$ cat src/rtl/vga_pkg.sv
// rtl/vga_pkg.sv - 640x480 raster constants and capture FSM state type
// Shared by vga_capture and its edge detectors.
//   H_*  : horizontal timing in pixel ticks (visible, front porch, sync, back porch)
//   V_*  : vertical timing in lines
//   LEN_MAX : saturation value of the 10-bit line/frame length counters
package vga_pkg;

  localparam int H_VISIBLE = 640;
  localparam int H_FRONT   = 16;
  localparam int H_SYNC    = 96;
  localparam int H_BACK    = 48;
  localparam int H_TOTAL   = H_VISIBLE + H_FRONT + H_SYNC + H_BACK;

  localparam int V_VISIBLE = 480;
  localparam int V_FRONT   = 10;
  localparam int V_SYNC    = 2;
  localparam int V_BACK    = 33;
  localparam int V_TOTAL   = V_VISIBLE + V_FRONT + V_SYNC + V_BACK;

  localparam int LEN_MAX   = 1023;

  typedef enum logic [1:0] {
    ST_SEARCH = 2'd0,
    ST_VERIFY = 2'd1,
    ST_LOCKED = 2'd2
  } vga_state_t;

endpackage

$ cat src/rtl/vga_edge_det.sv
// rtl/vga_edge_det.sv - pix_tick-qualified falling-edge detector for an active-low sync
// Ports:
//   clk, reset_n : clock, asynchronous active-low reset
//   pix_tick     : pixel strobe; history only updates when high
//   sync_in      : raw sync input
//   fall         : high on the pix_tick where sync_in is 0 and the previous sample was 1
module vga_edge_det (
  input  logic clk,
  input  logic reset_n,
  input  logic pix_tick,
  input  logic sync_in,
  output logic fall
);

  // History resets high so a sync already low at release is not seen as an edge.
  logic sync_q;

  always_ff @(posedge clk or negedge reset_n) begin
    if (!reset_n) begin
      sync_q <= 1'b1;
    end else if (pix_tick) begin
      sync_q <= sync_in;
    end
  end

  assign fall = pix_tick & sync_q & ~sync_in;

endmodule

$ cat src/rtl/vga_capture.sv
// rtl/vga_capture.sv - VGA timing recovery, lock FSM and pixel capture
// Ports:
//   clk, reset_n        : clock, asynchronous active-low reset
//   pix_tick            : pixel strobe; all sampling is qualified by it
//   hsync, vsync        : active-low sync pulses
//   rgb [CD]            : incoming pixel colour
//   x, y [10]           : recovered coordinates of the captured pixel
//   pix_valid           : one-clk strobe for a visible pixel while locked
//   pix_rgb [CD]        : captured colour
//   frame_start         : pix_valid at x=0, y=0
//   locked              : timing lock status
//   err_cnt [8]         : saturating lock-loss counter
module vga_capture
  import vga_pkg::*;
#(
  parameter int CD    = 12,
  parameter int H_VIS = H_VISIBLE,
  parameter int H_FP  = H_FRONT,
  parameter int H_SW  = H_SYNC,
  parameter int H_BP  = H_BACK,
  parameter int V_VIS = V_VISIBLE,
  parameter int V_FP  = V_FRONT,
  parameter int V_SW  = V_SYNC,
  parameter int V_BP  = V_BACK
) (
  input  logic          clk,
  input  logic          reset_n,
  input  logic          pix_tick,
  input  logic          hsync,
  input  logic          vsync,
  input  logic [CD-1:0] rgb,
  output logic [9:0]    x,
  output logic [9:0]    y,
  output logic          pix_valid,
  output logic [CD-1:0] pix_rgb,
  output logic          frame_start,
  output logic          locked,
  output logic [7:0]    err_cnt
);

  localparam logic [9:0] H_LEN   = 10'(H_VIS + H_FP + H_SW + H_BP);
  localparam logic [9:0] H_LAST  = 10'(H_VIS + H_FP + H_SW + H_BP - 1);
  localparam logic [9:0] H_LOAD  = 10'(H_VIS + H_FP);
  localparam logic [9:0] H_VIS_C = 10'(H_VIS);
  localparam logic [9:0] V_LEN   = 10'(V_VIS + V_FP + V_SW + V_BP);
  localparam logic [9:0] V_LAST  = 10'(V_VIS + V_FP + V_SW + V_BP - 1);
  localparam logic [9:0] V_LOAD  = 10'(V_VIS + V_FP);
  localparam logic [9:0] V_VIS_C = 10'(V_VIS);
  localparam logic [9:0] LEN_SAT = 10'(LEN_MAX);

  logic       hs_fall, vs_fall;
  logic [9:0] hcnt, vcnt, hcnt_nxt, vcnt_nxt;
  logic [9:0] line_cnt, frame_cnt;
  logic       line_ovf, line_bad, frame_bad;
  logic       line_err;
  vga_state_t state;

  vga_edge_det u_hs_edge (
    .clk      (clk),
    .reset_n  (reset_n),
    .pix_tick (pix_tick),
    .sync_in  (hsync),
    .fall     (hs_fall)
  );

  vga_edge_det u_vs_edge (
    .clk      (clk),
    .reset_n  (reset_n),
    .pix_tick (pix_tick),
    .sync_in  (vsync),
    .fall     (vs_fall)
  );

  // Position of the pixel presented on this tick; a sync fall re-anchors the
  // counter to where that edge sits in the standard raster.
  always_comb begin
    hcnt_nxt = hcnt + 10'd1;
    if (hs_fall) begin
      hcnt_nxt = H_LOAD;
    end else if (hcnt == H_LAST) begin
      hcnt_nxt = '0;
    end

    vcnt_nxt = vcnt;
    if (vs_fall) begin
      vcnt_nxt = V_LOAD;
    end else if (hs_fall) begin
      vcnt_nxt = (vcnt == V_LAST) ? '0 : vcnt + 10'd1;
    end
  end

  // line_cnt holds ticks since the last hsync fall (inclusive of the next one),
  // so at a fall it equals the length of the line just ended.
  assign line_ovf  = pix_tick & ~hs_fall & (line_cnt == LEN_SAT - 10'd1);
  assign line_bad  = (hs_fall & (line_cnt != H_LEN)) | line_ovf;
  assign frame_bad = vs_fall & (frame_cnt != V_LEN);

  always_ff @(posedge clk or negedge reset_n) begin
    if (!reset_n) begin
      hcnt      <= '0;
      vcnt      <= '0;
      line_cnt  <= '0;
      frame_cnt <= '0;
    end else if (pix_tick) begin
      hcnt <= hcnt_nxt;
      vcnt <= vcnt_nxt;

      if (hs_fall) begin
        line_cnt <= 10'd1;
      end else if (line_cnt != LEN_SAT) begin
        line_cnt <= line_cnt + 10'd1;
      end

      // An hsync fall on the vsync tick belongs to the new frame.
      if (vs_fall) begin
        frame_cnt <= hs_fall ? 10'd1 : 10'd0;
      end else if (hs_fall && frame_cnt != LEN_SAT) begin
        frame_cnt <= frame_cnt + 10'd1;
      end
    end
  end

  always_ff @(posedge clk or negedge reset_n) begin
    if (!reset_n) begin
      state    <= ST_SEARCH;
      locked   <= 1'b0;
      line_err <= 1'b0;
      err_cnt  <= '0;
    end else begin
      case (state)
        ST_SEARCH: begin
          if (vs_fall) begin
            state    <= ST_VERIFY;
            line_err <= 1'b0;
          end
        end
        ST_VERIFY: begin
          if (vs_fall) begin
            if (!frame_bad && !line_err && !line_bad) begin
              state  <= ST_LOCKED;
              locked <= 1'b1;
            end else begin
              state  <= ST_SEARCH;
            end
          end else if (line_bad) begin
            line_err <= 1'b1;
          end
        end
        ST_LOCKED: begin
          if (line_bad || frame_bad) begin
            state  <= ST_SEARCH;
            locked <= 1'b0;
            if (err_cnt != 8'hFF) begin
              err_cnt <= err_cnt + 8'd1;
            end
          end
        end
        default: begin
          state  <= ST_SEARCH;
          locked <= 1'b0;
        end
      endcase
    end
  end

  always_ff @(posedge clk or negedge reset_n) begin
    if (!reset_n) begin
      pix_valid   <= 1'b0;
      frame_start <= 1'b0;
      x           <= '0;
      y           <= '0;
      pix_rgb     <= '0;
    end else begin
      pix_valid   <= 1'b0;
      frame_start <= 1'b0;
      if (pix_tick && state == ST_LOCKED &&
          hcnt_nxt < H_VIS_C && vcnt_nxt < V_VIS_C) begin
        pix_valid   <= 1'b1;
        frame_start <= (hcnt_nxt == '0) && (vcnt_nxt == '0);
        x           <= hcnt_nxt;
        y           <= vcnt_nxt;
        pix_rgb     <= rgb;
      end
    end
  end

endmodule

$ cat config.mk
export PLATFORM = sky130hd
export DESIGN_NAME = vga_capture
export DESIGN_NICKNAME = d
export VERILOG_FILES = /design/src/rtl/vga_pkg.sv /design/src/rtl/vga_edge_det.sv /design/src/rtl/vga_capture.sv
export SDC_FILE = /design/constraint.sdc
export NUM_CORES = 1
export LEC_CHECK = 0
export ABC_AREA = 0
export BUFFER_PORTS_ARGS = -buffer_cell sky130_fd_sc_hd__buf_2
export CAP_MARGIN = 20
export CORE_MARGIN = 2
export CORE_UTILIZATION = 55
export CTS_BUF_LIST = sky130_fd_sc_hd__clkbuf_8
export DETAILED_ROUTE_END_ITERATION = 6
export HOLD_SLACK_MARGIN = 0.05
export PLACE_DENSITY = 0.77
export REMOVE_ABC_BUFFERS = 1
export SYNTH_ARGS = -nofsm -noshare
export SYNTH_HDL_FRONTEND = slang
export SYNTH_SLANG_ARGS = --single-unit
$ cat constraint.sdc
create_clock -name clk -period 7.45 [get_ports clk]
set_clock_uncertainty 0.15 [all_clocks]
set_input_delay 1.1175 -clock clk [delete_from_list [all_inputs] [get_ports clk]]
set_output_delay 1.1175 -clock clk [all_outputs]
set_load 0.05 [all_outputs]
==> impl_metrics.csv, run 1 <==
group,metric,value,unit
grt,grtUsageMet1,29.2,%
clock_tree,cts_buffer_depth,2,
logic_synthesis,synthDistinctLibCells,59,
logic_synthesis,ys.flop_type,"dfrtp_1",
grt,grtUsageMet3,4.55,%
power,p_int,933,uW
logic_synthesis,ys_ff_latch,88,
final_layout,num_antenna_cells,0,
grt,grt_overflow,0,
place,pre_cts_slack,3.61,ns
timing,finalSetupViolations,0,
worst_setup_path,crit_chain,"buf_2 > nand3b_4 > nor4_1 > nor3_4 > a2111oi_4 > nor4_4 > buf_4 > mux2_4",
timing,timing.fmax,287,MHz
timing,max_slew.worst_pin.slew,0.921,ns
grt,grt_antenna_before_repair,0,
worst_setup_path,worst_path_max_delay_cell,"nor4_1",
route,post_drt_via_cell_ratio,5.80,
floorplan,core,0.00813,mm^2
timing,rsz0062_at_grt,"false",
logic_synthesis,synthCells,412,
route,wl_per_cell,15.9,um
route,firstDrtPassIters,4,
power,pwr-share-seq,43.9,%
worst_setup_path,cp_data_required_time,7.53,ns
final_layout,fill_cells,657,
power,p_comb_share,31.2,%
clock_tree,clock_sinks,88,
floorplan,ios,60,
clock_tree,clk_latency,0.35,ns
grt,grt_pass1_vias,3192,
power,p_per_area,295,mW/mm^2
logic_synthesis,synthArstFlopShare,100,%
power,switching_share,38.4,%
worst_setup_path,cpPeakStageDelay,0.58,ns
power,power,1.51,mW
place,placed_cell_area,0.00491,mm^2
timing,maxSlewViolCount,0,
timing,fin_crit_sh,46.8,%
clock_tree,cts_resized,0,
power,clockPowerShare,24.9,%
timing,setup_tns,0,ns
clock_tree,cts_tree,"yes",
place,hpwl,6580,um
floorplan,start_util,55.9,%
min_path,min_path_type,"register to register",
grt,grt.busiest_layer,"met2",
timing,layout_min_cycle_time,3.49,ns
timing,worst_slack,3.96,ns
worst_setup_path,end_kind,"register",
logic_synthesis,yosysWarningCount,0,
route,ant_nets,0,
logic_synthesis,syn_area,0.00455,mm^2
final_layout,syn_to_final_growth,13.0,%
worst_setup_path,path_class,"primary input to register",
grt,grt_max_degree,62,
timing,slew_headroom,37.8,%
grt,grt_use_met2,35.7,%
worst_setup_path,worstPathMaxFanout,24,
floorplan,num_rows,33,
power,leakagePower,2.37,nW
final_layout,drive_gt1_share,26.2,%
grt,grt_pass1_wl,15300,um
route,dr.first_iter.drc_count,109,
timing,hold_viol,0,
floorplan,die_y,94.9,um
final_layout,fin_nets,495,
final_layout,design_area,0.00514,mm^2
clock_tree,cts_setup_buffers,0,
clock_tree,cts_buffers,9,
grt,grt_usage,21.8,%
outcome,status,"complete, no violations",
logic_synthesis,synth_area_per_cell,11.0,um^2
power,p_sw,582,uW
run,drv_cap,0,
power,vdd_ir_drop_max,0.000164,V
clock_tree,cts_hold_buf,0,
place,portBuffers,59,
worst_setup_path,worstSetupStartpointType,"primary input",
route,drc,0,
worst_setup_path,cp.arrival,3.57,ns
route,vias,3360,
floorplan,die_w,94.9,um
clock_tree,ctsRootBufferMaster,"clkbuf_8",
timing,whs,0.341,ns
logic_synthesis,seq_area_frac_synth,48.5,%
logic_synthesis,synth-edff-count,0,
floorplan,dieArea,0.00901,mm^2
clock_tree,htree_num_levels,3,
route,routed_wl,9230,um
place,gp_congestion,0.905,
clock_tree,cts.clk_slew.worst_paths,0.09,ns
[critical path, delay by kind of cell]
kind            cells  cell delay (ns)
compound gates      1             0.37
mux                 1             0.33
simple gates        4             1.05
buf+inv             2             0.67
[cell usage in the layout (no fill, tap or decap), drive strengths merged, types with 5 or more instances in the layout]
cell,synthesis,layout
clkbuf,8,10
a21oi,12,12
and3,9,9
xnor2,17,17
nor2,42,42
and4,6,6
nand3,18,18
buf,9,63
dfrtp,86,86
nand4,10,10
xor2,18,18
mux2,33,33
nand3b,5,5
o21ai,15,15
nand2,28,28
nor4,9,9
ha,9,9
nor2b,5,5
inv,12,14
nor3,9,9
[logic make-up after synthesis]
group	Yosys count	synth area share [%]
buf+inv	29	3.11
compound gates	59	9.19
xor+xnor	35	6.74
fa+ha+maj	9	2.48
simple gates	159	19.9
flops	88	48.5
mux	33	10.1
[power groups by stage]
| stage | clock network (mW) | logic (mW) | registers (mW) |
|---|---|---|---|
| 2_1_floorplan | 0 | 0.194 | 0.824 |
| 3_3_place_gp | 0 | 0.464 | 0.666 |
| 3_5_place_dp | 0 | 0.477 | 0.669 |
| 4_1_cts | 0.383 | 0.477 | 0.664 |
| 5_1_grt | 0.405 | 0.513 | 0.680 |
| 6_report | 0.377 | 0.473 | 0.665 |
[metrics by stage]
| step | std cells | utilization [%] |
|---|---|---|
| after floorplan | 395 | - |
| after global placement | 563 | 60.4 |
| after detailed placement | 563 | 60.4 |
| after CTS | 579 | 63.2 |
| after global routing | 579 | 63.2 |
| final | 579 | 63.2 |
[state kept, by name, summed over array words and instances, names as in the netlist]
register and cells:
pix_rgb 12, frame_cnt 10, hcnt 10, line_cnt 10
vcnt 10, x 10, y 10, err_cnt 8
state 2, frame_start 1, line_err 1, locked 1
pix_valid 1, u_hs_edge.sync_q 1, u_vs_edge.sync_q 1
[routing by layer]
layer / part of all wire [%] / vias up
met5: 0 / -
met4: 1.0 / 0
met3: 4.4 / 14
met2: 49 / 98
met1: 46 / 1653
li1: - / 1595
[cell usage after synthesis, types with 3 or more instances]
| cell type | instances | area (um^2) |
|---|---|---|
| clkbuf_1 | 8 | 30.0 |
| and3_1 | 9 | 56.3 |
| inv_1 | 12 | 45.0 |
| mux2_4 | 23 | 345 |
| a21oi_1 | 12 | 60.1 |
| nor3_1 | 6 | 30.0 |
| nor3b_1 | 3 | 22.5 |
| ha_1 | 9 | 113 |
| nand4_1 | 10 | 62.6 |
| nand3_1 | 18 | 90.1 |
| o31a_1 | 4 | 35.0 |
| buf_6 | 3 | 33.8 |
| o21ai_0 | 14 | 70.1 |
| dfrtp_1 | 86 | 2150 |
| a31oi_1 | 4 | 25.0 |
| and2_1 | 3 | 18.8 |
| nand2_1 | 28 | 105 |
| nor2_1 | 42 | 158 |
| nor2b_1 | 5 | 31.3 |
| xnor2_1 | 17 | 149 |
| a211oi_1 | 3 | 22.5 |
| nand3b_1 | 3 | 22.5 |
| mux2_2 | 10 | 113 |
| and4_1 | 6 | 52.6 |
| nor4_1 | 7 | 43.8 |
| o22a_1 | 4 | 35.0 |
| buf_2 | 5 | 25.0 |
| xor2_1 | 18 | 158 |
[final timing paths]
kind	from	to	slack, ns	cells past startpoint
max in group asynchronous	reset_n	pix_rgb[3]	5.58	2
worst max register to register	vcnt[0]	pix_rgb[1]	4.51	9
worst min-delay path	y[5]	y[5]	0.34	1
worst max-delay path	pix_tick	pix_rgb[3]	3.96	8
min in group asynchronous	reset_n	x[5]	0.51	1
worst min register to register	y[5]	y[5]	0.34	1
[area by class of cell]
class	instances	area, um^2	area share (%)
clock buffers	10	138	2.68
clock inverters	6	90.1	1.75
inverters	12	45.0	0.877
multi-input cells	295	2200	42.8
flip-flops and latches	88	2200	42.9
well taps	105	131	2.56
repair buffers	63	328	6.38
Note: power is estimated with default switching activity, not from simulation.
==> inputs of run 2 (changes only) <==
- CORE_UTILIZATION: 55 -> 54
- PLACE_DENSITY: 0.77 -> 0.78
- clock period: 7.45 -> 2.8 ns (I/O delays scaled with it)
==> impl_metrics.csv, run 2 (synthesized netlist as in run 1, its figures left out) <==
group,metric,value,unit
power,leakagePower,2.47,nW
worst_setup_path,crit_chain,"nand3b_4 > nor4_4 > xnor2_1 > o211ai_1 > nor4_4 > buf_4 > buf_12 > mux2_2",
worst_setup_path,crit_buf_inv,2,
floorplan,ios,60,
route,ant_nets,0,
final_layout,regMostFlops,"pix_rgb",
power,clockPowerShare,21.3,%
timing,rsz0062_at_grt,"false",
grt,grt_overflow,0,
power,vdd_ir_drop_max,0.000501,V
grt,grt_max_degree,51,
power,p_sw,1.58,mW
timing,fin_crit_sh,96.5,%
route,wl_per_cell,16.0,um
timing,timing.fmax,370,MHz
worst_setup_path,end_kind,"register",
clock_tree,cts_buffers,9,
power,power,3.93,mW
timing,max_slew.worst_pin.slew,0.633,ns
timing,finalSetupViolations,0,
place,gp_congestion,0.916,
route,firstDrtPassIters,5,
clock_tree,clk_latency,0.36,ns
timing,hold_viol,0,
worst_setup_path,worstPathMaxFanout,12,
floorplan,die_w,95.8,um
route,post_drt_via_cell_ratio,5.66,
power,pwr-share-seq,44.8,%
final_layout,fill_cells,640,
route,drc,0,
power,p_int,2.35,mW
clock_tree,ctsRootBufferMaster,"clkbuf_8",
worst_setup_path,worst_path_most_repeated_cell,"nor4_4",
floorplan,die_y,95.8,um
floorplan,start_util,55.6,%
timing,worst_slack,0.0974,ns
min_path,holdPathStages,2,
final_layout,post-route-util,65.5,%
route,dr.first_iter.drc_count,154,
final_layout,mostFrequentLayoutCells,"dfrtp_1 (84), buf_2 (58), nor2_1 (42)",
outcome,status,"complete, no violations",
clock_tree,clock_sinks,88,
final_layout,fin_nets,517,
final_layout,num_antenna_cells,0,
worst_setup_path,r2r.worst_path.cells,8,
clock_tree,cts_buffer_depth,2,
timing,maxSlewViolCount,0,
route,vias,3399,
timing,slew_headroom,57.8,%
floorplan,dieArea,0.00917,mm^2
worst_setup_path,path_class,"register to register",
clock_tree,htree_num_levels,3,
power,p_comb_share,33.9,%
grt,grt_usage,22.2,%
final_layout,syn_to_final_growth,17.8,%
power,p_per_area,733,mW/mm^2
worst_setup_path,cp_top_family,"simple AND/OR/NAND/NOR gates",
final_layout,drive_gt1_share,30.8,%
grt,grt_pass1_vias,3199,
worst_setup_path,cpPeakStageDelay,0.61,ns
place,pre_cts_slack,0.134,ns
place,hpwl,6710,um
run,drv_cap,0,
route,routed_wl,9640,um
floorplan,num_rows,33,
worst_setup_path,worst_path_max_delay_cell,"dfstp_2",
place,portBuffers,59,
floorplan,core,0.00818,mm^2
clock_tree,cts_tree,"yes",
final_layout,final_common_cell,"dfrtp_1",
timing,layout_min_cycle_time,2.70,ns
worst_setup_path,cp_data_required_time,2.90,ns
worst_setup_path,worstSetupStartpointType,"register",
min_path,min_path_type,"primary input to register",
final_layout,largest_reg_flops,12,
worst_setup_path,cp.depth,8,
clock_tree,cts.clk_slew.worst_paths,0.10,ns
worst_setup_path,cp.arrival,2.80,ns
grt,grt_antenna_before_repair,0,
grt,grt_pass1_wl,15800,um
power,switching_share,40.2,%
==> run 2: cell count changes in the layout (fill, tap and decap cells not counted), moves of 2 or more <==
cell	change
inv_6	+2
dfrtp_2	+2
nor4_1	-2
bufinv_16	-2
dfrtp_1	-2
buf_12	+2
buf_4	+18
==> run 2: path summary, 6_finish.rpt <==
check	from	endpoint	slack, ns
setup / recovery	u_hs_edge.sync_q	pix_rgb[2]	0.1
setup reg to reg	u_hs_edge.sync_q	pix_rgb[2]	0.1
max in group asynchronous	reset_n	hcnt[3]	1.42
hold reg to reg	y[7]	y[7]	0.34
hold / removal	rgb[3]	pix_rgb[3]	0.13
min in group asynchronous	reset_n	line_cnt[4]	0.47
==> run 2: power by group through the flow <==
stage,Sequential (mW),Combinational [mW],Clock [mW]
global route,1.80,1.44,0.917
floorplan,2.19,0.516,0
CTS,1.75,1.34,0.856
detailed placement,1.77,1.33,0
finish,1.76,1.33,0.837
global placement,1.75,1.30,0
==> run 2: per-layer routing <==
layer  GRT usage, %  share of wire, %
met3           4.78               4.9
met4           6.67               1.4
met1           29.9                46
met2           36.4                48
met5              0                 0
==> run 2: layout make-up <==
type | count | area (um^2) | area share [%]
tap | 105 | 131 | 2.45
clock buffer | 10 | 138 | 2.57
sequential | 88 | 2210 | 41.2
inverter | 12 | 45.0 | 0.841
multi-input combinational | 295 | 2250 | 42.0
clock inverter | 6 | 48.8 | 0.911
timing repair buffer | 85 | 538 | 10.0
==> run 2: metrics by stage <==
stage	hold slack (ns)	instances	TNS, ns	area [um^2]
2_1_floorplan	-0.0256	395	-24.35	4450
3_3_place_gp	0.322	581	0	5070
3_5_place_dp	0.329	581	0	5070
4_1_cts	0.115	598	0	5270
5_1_grt	0.110	601	0	5360
6_report	0.133	601	0	5360
==> run 2: what timing repair did <==
item / 4_1_cts / 5_1_grt
endpoints found under the setup margin: 0 / 27
resized for setup: 0 / 10
setup buffers: 0 / 2
hold endpoints to repair: 47 / 0
hold buffers: 1 / 0
==> inputs of run 3 (changes only) <==
- SYNTH_HIERARCHICAL: default -> 1
==> impl_metrics.csv, run 3 <==
group,metric,value,unit
logic_synthesis,synth_area_per_cell,10.5,um^2
final_layout,design_area,0.00554,mm^2
floorplan,start_util,55.4,%
min_path,min_path_type,"primary input to asynchronous set/reset pin",
final_layout,mostFrequentLayoutCells,"dfrtp_1 (86), buf_2 (58), nor2_1 (36)",
final_layout,num_antenna_cells,0,
clock_tree,ctsRootBufferMaster,"clkbuf_8",
clock_tree,cts_buffer_depth,2,
power,switching_share,35.2,%
route,routed_wl,10200,um
logic_synthesis,syn_area,0.00480,mm^2
grt,grt_pass1_wl,17400,um
clock_tree,cts_buffers,9,
worst_setup_path,reg2reg_from,"u_hs_edge/sync_q",
clock_tree,cts_hold_buf,0,
place,portBuffers,59,
timing,fin_crit_sh,96.7,%
clock_tree,htree_num_levels,3,
timing,timing.fmax,369,MHz
place,gp_congestion,0.896,
clock_tree,cts.clk_slew.worst_paths,0.09,ns
logic_synthesis,synthArstFlopShare,100,%
logic_synthesis,synth-edff-count,0,
timing,max_slew.worst_pin.slew,0.899,ns
final_layout,drive_gt1_share,29.6,%
worst_setup_path,startpoint,"u_hs_edge/sync_q",
worst_setup_path,endpoint,"x[3]",
power,p_per_area,635,mW/mm^2
timing,maxSlewViolCount,0,
place,hpwl,7240,um
logic_synthesis,ys_ff_latch,88,
route,vias,3734,
route,firstDrtPassIters,5,
worst_setup_path,rr_endpoint,"x[3]",
power,leakagePower,2.78,nW
final_layout,largest_reg_flops,12,
power,p_int,2.28,mW
timing,whs,0.0363,ns
power,p_comb_share,27.0,%
worst_setup_path,cp.arrival,2.81,ns
logic_synthesis,ys.flop_type,"dfrtp_1",
logic_synthesis,yosysWarningCount,6,
worst_setup_path,path_class,"register to register",
timing,layout_min_cycle_time,2.71,ns
grt,grt_usage,22.2,%
floorplan,num_rows,34,
power,power,3.52,mW
place,placed_cell_area,0.00533,mm^2
logic_synthesis,synthMostInstantiatedCell,"dfrtp_1",
logic_synthesis,synthCells,456,
route,dr.first_iter.drc_count,196,
logic_synthesis,yosys.area.top_type_share,44.8,%
floorplan,die_y,98.3,um
route,ant_nets,0,
floorplan,dieArea,0.00967,mm^2
clock_tree,cts_resized,0,
run,drv_cap,0,
final_layout,regMostFlops,"pix_rgb",
route,drc,0,
grt,grt_overflow,0,
worst_setup_path,worstSetupStartpointType,"register",
worst_setup_path,worstPathMaxFanout,6,
worst_setup_path,r2r_slack,0.09,ns
final_layout,final_common_cell,"dfrtp_1",
timing,finalSetupViolations,0,
final_layout,syn_to_final_growth,15.3,%
timing,slew_headroom,40.1,%
power,clockPowerShare,24.6,%
clock_tree,cts_setup_buffers,0,
outcome,status,"complete, no violations",
grt,grt_antenna_before_repair,0,
clock_tree,cts_tree,"yes",
power,p_sw,1.24,mW
grt,grt_max_degree,74,
logic_synthesis,synth_top_area_cell,"dfrtp_1",
logic_synthesis,yosys-top-cells-area,"dfrtp_1 (45%), mux2_4 (7.5%), xor2_1 (2.9%), nor2_1 (2.8%), nand2_1 (2.4%)",
worst_setup_path,cp_data_required_time,2.91,ns
floorplan,ios,60,
worst_setup_path,r2r.worst_path.cells,8,
power,vdd_ir_drop_max,0.000368,V
floorplan,die_w,98.3,um
logic_synthesis,netlist_top_cells_count,"dfrtp_1 (86), nor2_1 (36), nand2_1 (31)",
floorplan,core,0.00868,mm^2
logic_synthesis,seq_area_frac_synth,45.9,%
route,post_drt_via_cell_ratio,5.78,
worst_setup_path,end_kind,"register",
clock_tree,clock_sinks,88,
grt,grt_pass1_vias,3642,
clock_tree,clk_latency,0.36,ns
logic_synthesis,synthDistinctLibCells,67,
final_layout,fin_nets,560,
power,pwr-share-seq,48.4,%
timing,hold_viol,0,
route,wl_per_cell,15.9,um
## run 3: changes by cell type in the layout (fill, tap and decap cells not counted), moves of 5 or more
cell	before	now
mux2i_1	0	7
o31ai_1	0	6
xnor2_1	17	11
nor3_1	6	13
a31oi_1	4	10
inv_1	12	27
and3_1	9	3
nor2_1	42	36
buf_4	23	33
a21oi_1	12	17
## run 3: per-stage QoR
| stage | setup TNS (ns) | instances | util [%] | setup slack (ns) |
|---|---|---|---|---|
| 2_1_floorplan | -5.37 | 429 | - | -0.260 |
| 3_3_place_gp | 0 | 628 | 61.4 | 0.0410 |
| 3_5_place_dp | -0.00894 | 628 | 61.4 | -0.00495 |
| 4_1_cts | 0 | 643 | 63.6 | 0.0547 |
| 5_1_grt | -0.00632 | 646 | 63.8 | -0.00481 |
| 6_report | 0 | 646 | 63.8 | 0.0934 |
## run 3: cell families (layout without fill, tap and decap cells)
group                      after synthesis  count (layout)  synth area share, %
buffers and inverters                   52             134                 5.81
and+or+nand+nor                        165             165                 19.8
xor gates and xnor gates                27              27                 4.92
AOI/OAI and AO/OA                       75              75                 10.2
muxes                                   40              40                 11.1
DFF                                     88              88                 45.9
adders and majority gates                9               9                 2.34
## run 3: layout make-up
class	count	area [um^2]
multi-input cells	316	2320
inverters	25	93.8
repair buffers	94	598
fillers	694	3140
well taps	108	135
clock inverters	5	50.0
flip-flops and latches	88	2200
clock buffers	10	138
## run 3: power groups by stage
stage	registers, mW	clock network (mW)	logic, mW
after floorplan	1.73	0	0.592
after CTS	1.70	0.883	0.949
after global placement	1.70	0	0.897
after detailed placement	1.72	0	0.943
final	1.70	0.866	0.950
after global routing	1.73	0.930	1.06
## run 3: layer usage
layer / vias to the layer above / track usage, % / share of wire [%] / routed length, um
met4: 0 / 9.48 / 1.8 / 187
li1: 1770 / - / - / -
met2: 116 / 34.5 / 47 / 4790
met5: - / 0 / 0 / 0
met1: 1835 / 31.0 / 45 / 4640
met3: 13 / 3.36 / 6.2 / 633
## run 3: worst min path at each step
stage | end | slack, ns | startpoint
floorplan | err_cnt[0] | -0.03 | reset_n
global placement | y[9] | 0.32 | y[9]
detailed placement | y[9] | 0.33 | y[9]
CTS | state[0] | 0.08 | reset_n
global route | line_cnt[6] | 0.13 | reset_n
finish | line_cnt[6] | 0.04 | reset_n
## run 3: worst max-delay path, cell delays in order (launching register included)
cell and delay (ns):
dfstp_2 0.53, and3b_2 0.26, nand3_4 0.09, or4_1 0.50, a21o_1 0.20, and3_1 0.20, nand3_4 0.16, buf_4 0.19
mux2_4 0.30
